===== config.mk =====
export PLATFORM = sky130hd
export DESIGN_NAME = lock_seq_ctrl
export DESIGN_NICKNAME = d
export VERILOG_FILES = /design/src/rtl/lock_seq_ctrl.sv
export SDC_FILE = /design/constraint.sdc
export NUM_CORES = 1
export LEC_CHECK = 0
export BUFFER_PORTS_ARGS = -buffer_cell sky130_fd_sc_hd__buf_2
export CORE_MARGIN = 2
export CORE_UTILIZATION = 25
export CTS_CLUSTER_DIAMETER = 50
export DETAILED_ROUTE_END_ITERATION = 6
export MAX_ROUTING_LAYER = met4
export PLACE_DENSITY = 0.38
export SLEW_MARGIN = 20
export SYNTH_ARGS = -nofsm -noshare
export SYNTH_HDL_FRONTEND = slang
export SYNTH_SLANG_ARGS = --single-unit

===== constraint.sdc =====
create_clock -name clk_in -period 6.55 [get_ports clk_in]
set_input_delay 1.31 -clock clk_in [delete_from_list [all_inputs] [get_ports clk_in]]
set_output_delay 1.31 -clock clk_in [all_outputs]
set_load 0.005 [all_outputs]

===== src/rtl/lock_seq_ctrl.sv =====
// Keypad door-lock sequencer: four-digit BCD code entry, code check with
// door hold timer, consecutive-failure lockout, and a two-pass code change
// flow entered by a long exit press while the door is open.
module lock_seq_ctrl #(
   parameter int unsigned UNLOCK_CYCLES  = 250000000,
   parameter int unsigned LOCKOUT_CYCLES = 500000000,
   parameter int unsigned MAX_FAIL       = 3
) (
   input  logic        clk_in,
   input  logic        rst_n,
   input  logic        key_valid,
   input  logic [3:0]  key_code,
   input  logic        confirm_pulse,
   input  logic        exit_pulse,
   input  logic        hold_exit_pulse,
   output logic        door_open,
   output logic        locked_out,
   output logic        set_mode,
   output logic [15:0] entry_value,
   output logic [2:0]  digit_cnt,
   output logic [1:0]  fail_cnt,
   output logic        pw_updated,
   output logic        entry_error
);

   typedef enum logic [2:0] {
      S_IDLE,
      S_ENTRY,
      S_CHECK,
      S_OPEN,
      S_LOCKOUT,
      S_NEW_ENTRY,
      S_NEW_CONFIRM
   } state_t;

   localparam logic [30:0] UNLOCK_LAST  = 31'(UNLOCK_CYCLES - 1);
   localparam logic [30:0] LOCKOUT_LAST = 31'(LOCKOUT_CYCLES - 1);
   localparam logic [2:0]  MAX_FAIL_W   = 3'(MAX_FAIL);

   state_t      state_q;
   logic [30:0] timer_q;
   logic [15:0] stored_q;
   logic [15:0] cand_q;
   logic [15:0] entry_q;
   logic [2:0]  cnt_q;
   logic [1:0]  fail_q;
   logic        match_q;
   logic        door_q;
   logic        lock_q;
   logic        set_q;
   logic        pwu_q;
   logic        err_q;

   // Decoded input events; a full buffer swallows further digits, and a
   // confirm only counts once four digits are present.
   logic        buf_full_d;
   logic        key_ok_d;
   logic        confirm_ok_d;
   logic [15:0] entry_shift_d;
   logic [2:0]  cnt_inc_d;
   logic [2:0]  fail_inc_d;
   logic        lockout_hit_d;

   assign buf_full_d    = (cnt_q == 3'd4);
   assign key_ok_d      = key_valid && (key_code <= 4'd9) && !buf_full_d;
   assign confirm_ok_d  = confirm_pulse && buf_full_d;
   assign entry_shift_d = {entry_q[11:0], key_code};
   assign cnt_inc_d     = cnt_q + 3'd1;
   assign fail_inc_d    = {1'b0, fail_q} + 3'd1;
   assign lockout_hit_d = (fail_inc_d >= MAX_FAIL_W);

   // Sequencer FSM; all outputs are registered and pulses self-clear.
   always_ff @(posedge clk_in or negedge rst_n) begin
      if (!rst_n) begin
         state_q  <= S_IDLE;
         timer_q  <= '0;
         stored_q <= 16'h0000;
         cand_q   <= '0;
         entry_q  <= '0;
         cnt_q    <= '0;
         fail_q   <= '0;
         match_q  <= 1'b0;
         door_q   <= 1'b0;
         lock_q   <= 1'b0;
         set_q    <= 1'b0;
         pwu_q    <= 1'b0;
         err_q    <= 1'b0;
      end else begin
         pwu_q <= 1'b0;
         err_q <= 1'b0;
         case (state_q)
            S_IDLE: begin
               // Buffer is always empty here, so any valid digit starts entry.
               if (key_ok_d) begin
                  entry_q <= entry_shift_d;
                  cnt_q   <= cnt_inc_d;
                  timer_q <= '0;
                  state_q <= S_ENTRY;
               end
            end
            S_ENTRY: begin
               if (exit_pulse) begin
                  entry_q <= '0;
                  cnt_q   <= '0;
                  timer_q <= '0;
                  state_q <= S_IDLE;
               end else if (confirm_ok_d) begin
                  // Compare now so the buffer can be cleared on leaving ENTRY.
                  match_q <= (entry_q == stored_q);
                  entry_q <= '0;
                  cnt_q   <= '0;
                  timer_q <= '0;
                  state_q <= S_CHECK;
               end else if (key_ok_d) begin
                  entry_q <= entry_shift_d;
                  cnt_q   <= cnt_inc_d;
               end
            end
            S_CHECK: begin
               timer_q <= '0;
               if (match_q) begin
                  fail_q  <= '0;
                  door_q  <= 1'b1;
                  state_q <= S_OPEN;
               end else begin
                  err_q  <= 1'b1;
                  fail_q <= fail_inc_d[1:0];
                  if (lockout_hit_d) begin
                     lock_q  <= 1'b1;
                     state_q <= S_LOCKOUT;
                  end else begin
                     state_q <= S_IDLE;
                  end
               end
            end
            S_OPEN: begin
               if (hold_exit_pulse) begin
                  door_q  <= 1'b0;
                  set_q   <= 1'b1;
                  timer_q <= '0;
                  state_q <= S_NEW_ENTRY;
               end else if (timer_q == UNLOCK_LAST) begin
                  door_q  <= 1'b0;
                  timer_q <= '0;
                  state_q <= S_IDLE;
               end else begin
                  timer_q <= timer_q + 31'd1;
               end
            end
            S_LOCKOUT: begin
               if (timer_q == LOCKOUT_LAST) begin
                  lock_q  <= 1'b0;
                  fail_q  <= '0;
                  timer_q <= '0;
                  state_q <= S_IDLE;
               end else begin
                  timer_q <= timer_q + 31'd1;
               end
            end
            S_NEW_ENTRY: begin
               if (exit_pulse) begin
                  entry_q <= '0;
                  cnt_q   <= '0;
                  set_q   <= 1'b0;
                  timer_q <= '0;
                  state_q <= S_IDLE;
               end else if (confirm_ok_d) begin
                  cand_q  <= entry_q;
                  entry_q <= '0;
                  cnt_q   <= '0;
                  timer_q <= '0;
                  state_q <= S_NEW_CONFIRM;
               end else if (key_ok_d) begin
                  entry_q <= entry_shift_d;
                  cnt_q   <= cnt_inc_d;
               end
            end
            S_NEW_CONFIRM: begin
               if (exit_pulse) begin
                  entry_q <= '0;
                  cnt_q   <= '0;
                  set_q   <= 1'b0;
                  timer_q <= '0;
                  state_q <= S_IDLE;
               end else if (confirm_ok_d) begin
                  // Only a repeated identical code replaces the stored one.
                  if (entry_q == cand_q) begin
                     stored_q <= cand_q;
                     pwu_q    <= 1'b1;
                  end else begin
                     err_q <= 1'b1;
                  end
                  entry_q <= '0;
                  cnt_q   <= '0;
                  set_q   <= 1'b0;
                  timer_q <= '0;
                  state_q <= S_IDLE;
               end else if (key_ok_d) begin
                  entry_q <= entry_shift_d;
                  cnt_q   <= cnt_inc_d;
               end
            end
            default: begin
               entry_q <= '0;
               cnt_q   <= '0;
               door_q  <= 1'b0;
               lock_q  <= 1'b0;
               set_q   <= 1'b0;
               timer_q <= '0;
               state_q <= S_IDLE;
            end
         endcase
      end
   end

   assign door_open   = door_q;
   assign locked_out  = lock_q;
   assign set_mode    = set_q;
   assign entry_value = entry_q;
   assign digit_cnt   = cnt_q;
   assign fail_cnt    = fail_q;
   assign pw_updated  = pwu_q;
   assign entry_error = err_q;

endmodule


==> results of run 1 <==
==> final cells by class <==
class / instances / area share [%]
clock inverters: 7 / 1.37
flip-flops and latches: 93 / 39.9
multi-input cells: 369 / 44.0
inverters: 17 / 1.09
clock buffers: 9 / 3.86
repair buffers: 42 / 3.95
well taps: 270 / 5.80
diodes: 1 / 0.0429
==> per-stage QoR <==
stage | setup WS, ps | hold slack, ps | cells | util [%]
floorplan | 3700 | 502 | 506 | -
detailed placement | 3000 | 518 | 791 | 27.6
CTS | 3230 | 535 | 807 | 29.1
global route | 3010 | 550 | 808 | 29.1
finish | 3170 | 528 | 808 | 29.1
global placement | 3060 | 510 | 791 | 27.6
==> cells in the mapped netlist (all sizes together), types with 6 or more instances <==
master,number,share of area [%]
nand3,13,1.4
o22ai,10,1.2
mux2,34,7.6
a22oi,6,0.89
o211ai,14,2.1
inv,17,1.3
or4,7,1.0
nor4,13,1.9
buf,16,1.6
nand2,50,3.8
xnor2,34,5.9
clkbuf,11,0.86
o21ai,28,2.8
nor2,40,3.0
mux2i,18,3.6
nand4,20,2.5
dfrtp,93,46
a21oi,9,0.89
nor3,6,0.82
==> routing by layer <==
metal,share of wire [%],vias to the layer above
li1,-,1904
met1,50,1923
met2,45,60
met3,3.1,11
met4,1.4,0
met5,0,-
==> worst register-to-register path, stage by stage, from the launching register on <==
cell	delay [ps]
dfrtp_1	450
or4b_2	690
nor4_1	320
a31oi_2	450
buf_4	370
nor2_1	730
o211ai_1	210
==> final timing paths <==
check                                   from      endpoint  slack (ps)  depth (start not counted)
worst max-delay path             timer_q[19]    timer_q[5]        3170                          6
worst min-delay path            stored_q[11]  stored_q[11]         530                          1
worst max register to register   timer_q[19]    timer_q[5]        3170                          6
worst min register to register  stored_q[11]  stored_q[11]         530                          1
max in group asynchronous              rst_n   stored_q[8]        4470                          2
min in group asynchronous              rst_n   timer_q[16]         920                          1
==> flip-flops by register name, summed over array words and instances, names as in the netlist, 2 cells and up <==
name,count
timer_q,31
cand_q,16
entry_value,16
stored_q,16
digit_cnt,3
state_q,3
fail_cnt,2
==> cell families (layout without fill, tap and decap cells) <==
| group | Yosys count | in the layout | share of synthesized area (%) |
|---|---|---|---|
| buffers and inverters | 44 | 75 | 3.68 |
| flip-flops | 93 | 93 | 46.0 |
| multiplexers | 52 | 52 | 11.1 |
| AND/OR/NAND/NOR | 184 | 184 | 19.8 |
| AO/OA/AOI/OAI | 93 | 93 | 12.1 |
| adder cells (fa/ha/maj) | 5 | 5 | 1.24 |
| XOR/XNOR | 35 | 35 | 6.05 |
| other | 0 | 1 | 0 |
==> power breakdown <==
| group | total, mW | leakage [nW] | internal (mW) | switching, mW |
|---|---|---|---|---|
| logic | 0.546 | 1.08 | 0.211 | 0.335 |
| registers | 0.769 | 1.27 | 0.642 | 0.127 |
| clock network | 0.539 | 0.146 | 0.273 | 0.267 |
| total | 1.85 | 2.50 | 1.13 | 0.729 |
==> results.ini, run 1 <==
[yosys]
syn_avg_cell_area_um2=10.0
synth_cells=506
ys_seq_area_share_pct=46.0
syn-cell-area_um2=5060
syn_nets=521
synth-edff-count=0
synthDistinctLibCells=64
synth_warnings=0
async_flop_share_pct=100
ys.flop_type=dfrtp_1
synth.ff_latch_count=93

[route]
drt_iter0_drc=175
routed_via_density=4.82
final_antenna_net_count=0
route.detailed.drc=0
vias=3898
finalWirelength_um=13200
drt_pass1_iterations=4
wl_per_cell_um=16.3

[grt]
track_usage_pct=13.1
busiest_layer=met2
use_met1_pct=18.4
antenna_found_initial=1
grt_pass1_vias=3841
grt_pass1_wl_um=21500
grt_max_degree=59
grt.met3_usage_pct=1.81
grt_util_met2_pct=19.3
grt_overflow=0

[sta]
rsz0062_at_grt=no
setup_viol=0
fin_crit_sh_pct=51.6
fin_skew_ps=13.7
fmax_mhz=296
period_needed_ps=3380
hold_viol=0
slew_headroom_pct=37.2
setup_tns_ps=0
max_slew.worst_pin.slew_ps=940
report.final.slew_viol_count=0

[power]
ir_worst_vdd_mv=0.144
power_mw=1.85
p_leak_nw=2.50
powerDensity_nw_per_um2=318

[worst_setup_path]
crit_fanout=19
worst_setup_path_end_kind=register
cp.required_ps=6740
slowest_delay_ps=730
timing_worst_setup_path_type=register to register
path_delay_family=simple AND/OR/NAND/NOR gates
start_kind=register
cp_cell_sequence=or4b_2 -> nor4_1 -> a31oi_2 -> buf_4 -> nor2_1 -> o211ai_1
critPathArrivalTime_ps=3570
critical_path_buf_inv_count=1
slowest_stage=nor2_1

[finish]
multi_input_area_um2=2560
fin_area_um2=5830
area_growth_syn_to_layout_pct=15.1
layout.nets=547
fillCellCount=2196
drive_above_1_share_pct=20.1
seq_area_um2=2330
layout_commonest_cell=dfrtp_1
final_cell_mix=dfrtp_1, nand2_1, nor2_1

[place]
gp_congestion=0.793
dp_hpwl_um=8960
dpl_cell_area_um2=5520
port_buffers=35

[floorplan]
core.rowCount=52
start_util_pct=25.3
io_pins=36
die_h_um=146
dieArea_um2=21400
core_area_um2=20000
die_w_um=146

[clock_network]
hold_buffers=0
ctsRootBufferMaster=clkbuf_16
htree_levels=3
cts_tree=built
clkSinkCount=93
cts.repair.resized=0
numCtsBuffers=9
clk_pin_slew_ps=70
clockBufferDepth=2
post_cts_buffers=0
clock_latency_ps=360

[outcome]
status=finished clean

[job]
cap_viol_max_count=0

[worst_hold_path]
hold_path.class=register to register

Power figures use the tool's default switching activity.
==> run 2, diff against run 1 <==
Settings changed: ABC_AREA from default to 1.
Clock period 6.55 ns to 3.2 ns, I/O delays scaled along.
==> run 2 against run 1 <==
Compared with the run above: final cell count up 28%; die area up 7.1%; routed wire length up 20%; via count up 22%; clock power up 120%; hold slack worse by 290 ps; clock skew down 2.4 ps; critical path depth up 4; utilization up 0.32 points; total power up 120%; non-clock buffer count down 2; critical endpoint is now timer_q[27]; largest cell class unchanged; largest power group unchanged.
==> results.ini, run 2 <==
[power]
ir_worst_vdd_mv=0.312  ; was 0.144 mV
powerDensity_nw_per_um2=664  ; was 318 nW/um2
p_leak_nw=2.84  ; was 2.50 nW

[worst_setup_path]
cp_cell_sequence=inv_1 -> ha_1 -> a21oi_1 -> nand2_1 -> nand2_1 -> nand2_2 -> inv_4 -> nand3_4 -> inv_4 -> nor2_1  ; was or4b_2 -> nor4_1 -> a31oi_2 -> buf_4 -> nor2_1 -> o211ai_1
start_kind=register  ; unchanged
timing_worst_setup_path_type=register to register  ; unchanged
r2r_cells=10  ; was 6
path_delay_family=simple AND/OR/NAND/NOR gates  ; unchanged
worst_setup_path_end_kind=register  ; unchanged
crit_fanout=23  ; was 19
critical_path_buf_inv_count=3  ; was 1
reg2reg_from=digit_cnt[0]  ; was timer_q[19]
slowest_delay_ps=390  ; was 730 ps
slowest_stage=dfrtp_1  ; was nor2_1
reg2reg_slack_ps=850  ; was 3170 ps
cp.required_ps=3430  ; was 6740 ps
path_depth=10  ; was 6
regToRegEndpoint=timer_q[27]  ; was timer_q[5]
critPathArrivalTime_ps=2580  ; was 3570 ps

[clock_network]
cts.repair.resized=0  ; unchanged
numCtsBuffers=9  ; unchanged
post_cts_buffers=0  ; unchanged
htree_levels=3  ; unchanged
hold_buffers=0  ; unchanged
cts_tree=built  ; unchanged
clockBufferDepth=2  ; unchanged
clkSinkCount=93  ; unchanged
ctsRootBufferMaster=clkbuf_16  ; unchanged
clk_pin_slew_ps=70  ; about the same
clock_latency_ps=360  ; about the same

[yosys]
syn-cell-area_um2=5430  ; was 5060 um2
synth.ff_latch_count=93  ; unchanged
yosys.area.top_type_share_pct=42.8  ; was 46.0%
ys_top_cells_by_area=dfrtp_1, nand2_1, nor2_1  ; was dfrtp_1, mux2_2, xnor2_1
synth_top_area_cell=dfrtp_1  ; unchanged
ys.flop_type=dfrtp_1  ; unchanged
synth_warnings=0  ; unchanged
ys_seq_area_share_pct=42.8  ; was 46.0%
synth_most_common_cell=nand2_1  ; was dfrtp_1
synthTopCellsByCount=nand2_1, nor2_1, dfrtp_1  ; was dfrtp_1, nand2_1, nor2_1
synth_cells=723  ; was 506
synthDistinctLibCells=37  ; was 64
syn_avg_cell_area_um2=7.51  ; was 10.0 um2
syn_nets=738  ; was 521
async_flop_share_pct=100  ; unchanged
synth-edff-count=0  ; unchanged

[sta]
fin_crit_sh_pct=73.4  ; was 51.6%
fin_skew_ps=11.4  ; was 13.7 ps
rsz0062_at_grt=no  ; unchanged
whs_ps=236  ; was 528 ps
period_needed_ps=2350  ; was 3380 ps
setup_tns_ps=0  ; unchanged
fmax_mhz=426  ; was 296 MHz
report.final.slew_viol_count=0  ; unchanged
slew_headroom_pct=50.0  ; was 37.2%
max_slew.worst_pin.slew_ps=748  ; was 940 ps
setup_viol=0  ; unchanged
hold_viol=0  ; unchanged

[floorplan]
core_area_um2=21200  ; was 20000 um2
die_h_um=151  ; was 146 um
io_pins=36  ; unchanged
core.rowCount=53  ; was 52
die_w_um=151  ; was 146 um
start_util_pct=25.7  ; was 25.3%
dieArea_um2=22900  ; was 21400 um2

[grt]
grt_pass1_vias=4992  ; was 3841
track_usage_pct=15.2  ; was 13.1%
grt_max_degree=65  ; was 59
antenna_found_initial=0  ; was 1
grt_pass1_wl_um=26100  ; was 21500 um
grt_overflow=0  ; unchanged

[finish]
final_cell_mix=nand2_1, nor2_1, dfrtp_1  ; was dfrtp_1, nand2_1, nor2_1
regMostFlops=timer_q  ; unchanged
antenna_cells=0  ; was 1
drive_above_1_share_pct=11.8  ; was 20.1%
area_growth_syn_to_layout_pct=14.5  ; was 15.1%
layout_commonest_cell=nand2_1  ; was dfrtp_1
largest_reg_flops=31  ; unchanged
layout.nets=774  ; was 547
fillCellCount=2356  ; was 2196

[route]
vias=4746  ; was 3898
drt_iter0_drc=236  ; was 175
drt_pass1_iterations=5  ; was 4
route.detailed.drc=0  ; unchanged
wl_per_cell_um=15.2  ; was 16.3 um
finalWirelength_um=15800  ; was 13200 um
final_antenna_net_count=0  ; unchanged
routed_via_density=4.57  ; was 4.82

[place]
gp_congestion=0.803  ; was 0.793
dp_hpwl_um=11500  ; was 8960 um
port_buffers=35  ; unchanged

[job]
cap_viol_max_count=0  ; unchanged

[worst_hold_path]
hold_path.class=input pin to asynchronous set/reset pin  ; was register to register

[outcome]
status=finished clean  ; unchanged

-- run 2: cell types whose count changed after synthesis, moves of 10 or more --
cell / delta
nand2_1: +159
nor2_1: +57
inv_1: +55
mux2_2: -31
nand3_1: +25
nand4_1: +20
mux2i_1: -18
o21ai_0: +13
nor4_1: -12
o211ai_1: -12
xor2_1: +11
o22ai_1: -10
-- run 2: through the flow --
stage                     worst slack (ps)  cells  power, mW  instance area (um2)  utilization, %
final                                  851   1038       4.13                 6220            29.4
after global routing                   615   1038       4.44                 6220            29.4
after CTS                              779   1038       4.22                 6220            29.4
after detailed placement               624   1023       3.00                 5900            27.9
after global placement                 635   1023       2.98                 5900            27.9
after floorplan                       1500    723       2.52                 5430               -
-- run 2: worst reg2reg max path: stages, from the launching register on --
cell and delay [ps]:
dfrtp_1 390, inv_1 80, ha_1 210, a21oi_1 230
nand2_1 150, nand2_1 110, nand2_2 320, inv_4 330
nand3_4 140, inv_4 200, nor2_1 80
-- run 2: report_power, final --
| group | internal (mW) | switching (mW) |
|---|---|---|
| Clock | 0.689 | 0.509 |
| Sequential | 1.32 | 0.202 |
| Combinational | 0.456 | 0.959 |
-- run 2: per-layer routing --
| layer | up-vias | global-route usage (%) | wire, um |
|---|---|---|---|
| met5 | - | - | 0 |
| met4 | 0 | 3.83 | 206 |
| met3 | 15 | 3.13 | 398 |
| met2 | 65 | 27.1 | 8140 |
| met1 | 2275 | 17.5 | 7050 |
| li1 | 2391 | - | - |
-- run 2: worst max-delay path by stage --
stage / from / to / slack, ps
final: digit_cnt[0] / timer_q[27] / 850
after CTS: digit_cnt[0] / timer_q[27] / 780
after detailed placement: key_code[2] / timer_q[25] / 620
after floorplan: digit_cnt[0] / stored_q[10] / 1500
after global placement: key_code[2] / timer_q[25] / 640
after global routing: digit_cnt[0] / timer_q[27] / 610
-- run 2: cell families after synthesis --
group	synth area share, %
AND/OR/NAND/NOR	34.9
buffers and inverters	7.67
flip-flops	42.8
AO/OA/AOI/OAI	6.52
XOR/XNOR	6.29
adder cells (fa/ha/maj)	1.15
multiplexers	0.622
-- run 2: area by class of cell --
class | instances | area (um2) | share of cell area [%]
multi-input cells | 536 | 2690 | 43.2
flip-flops and latches | 93 | 2330 | 37.4
well taps | 275 | 344 | 5.53
inverters | 79 | 315 | 5.07
repair buffers | 40 | 228 | 3.66
clock buffers | 9 | 225 | 3.62
clock inverters | 6 | 93.8 | 1.51
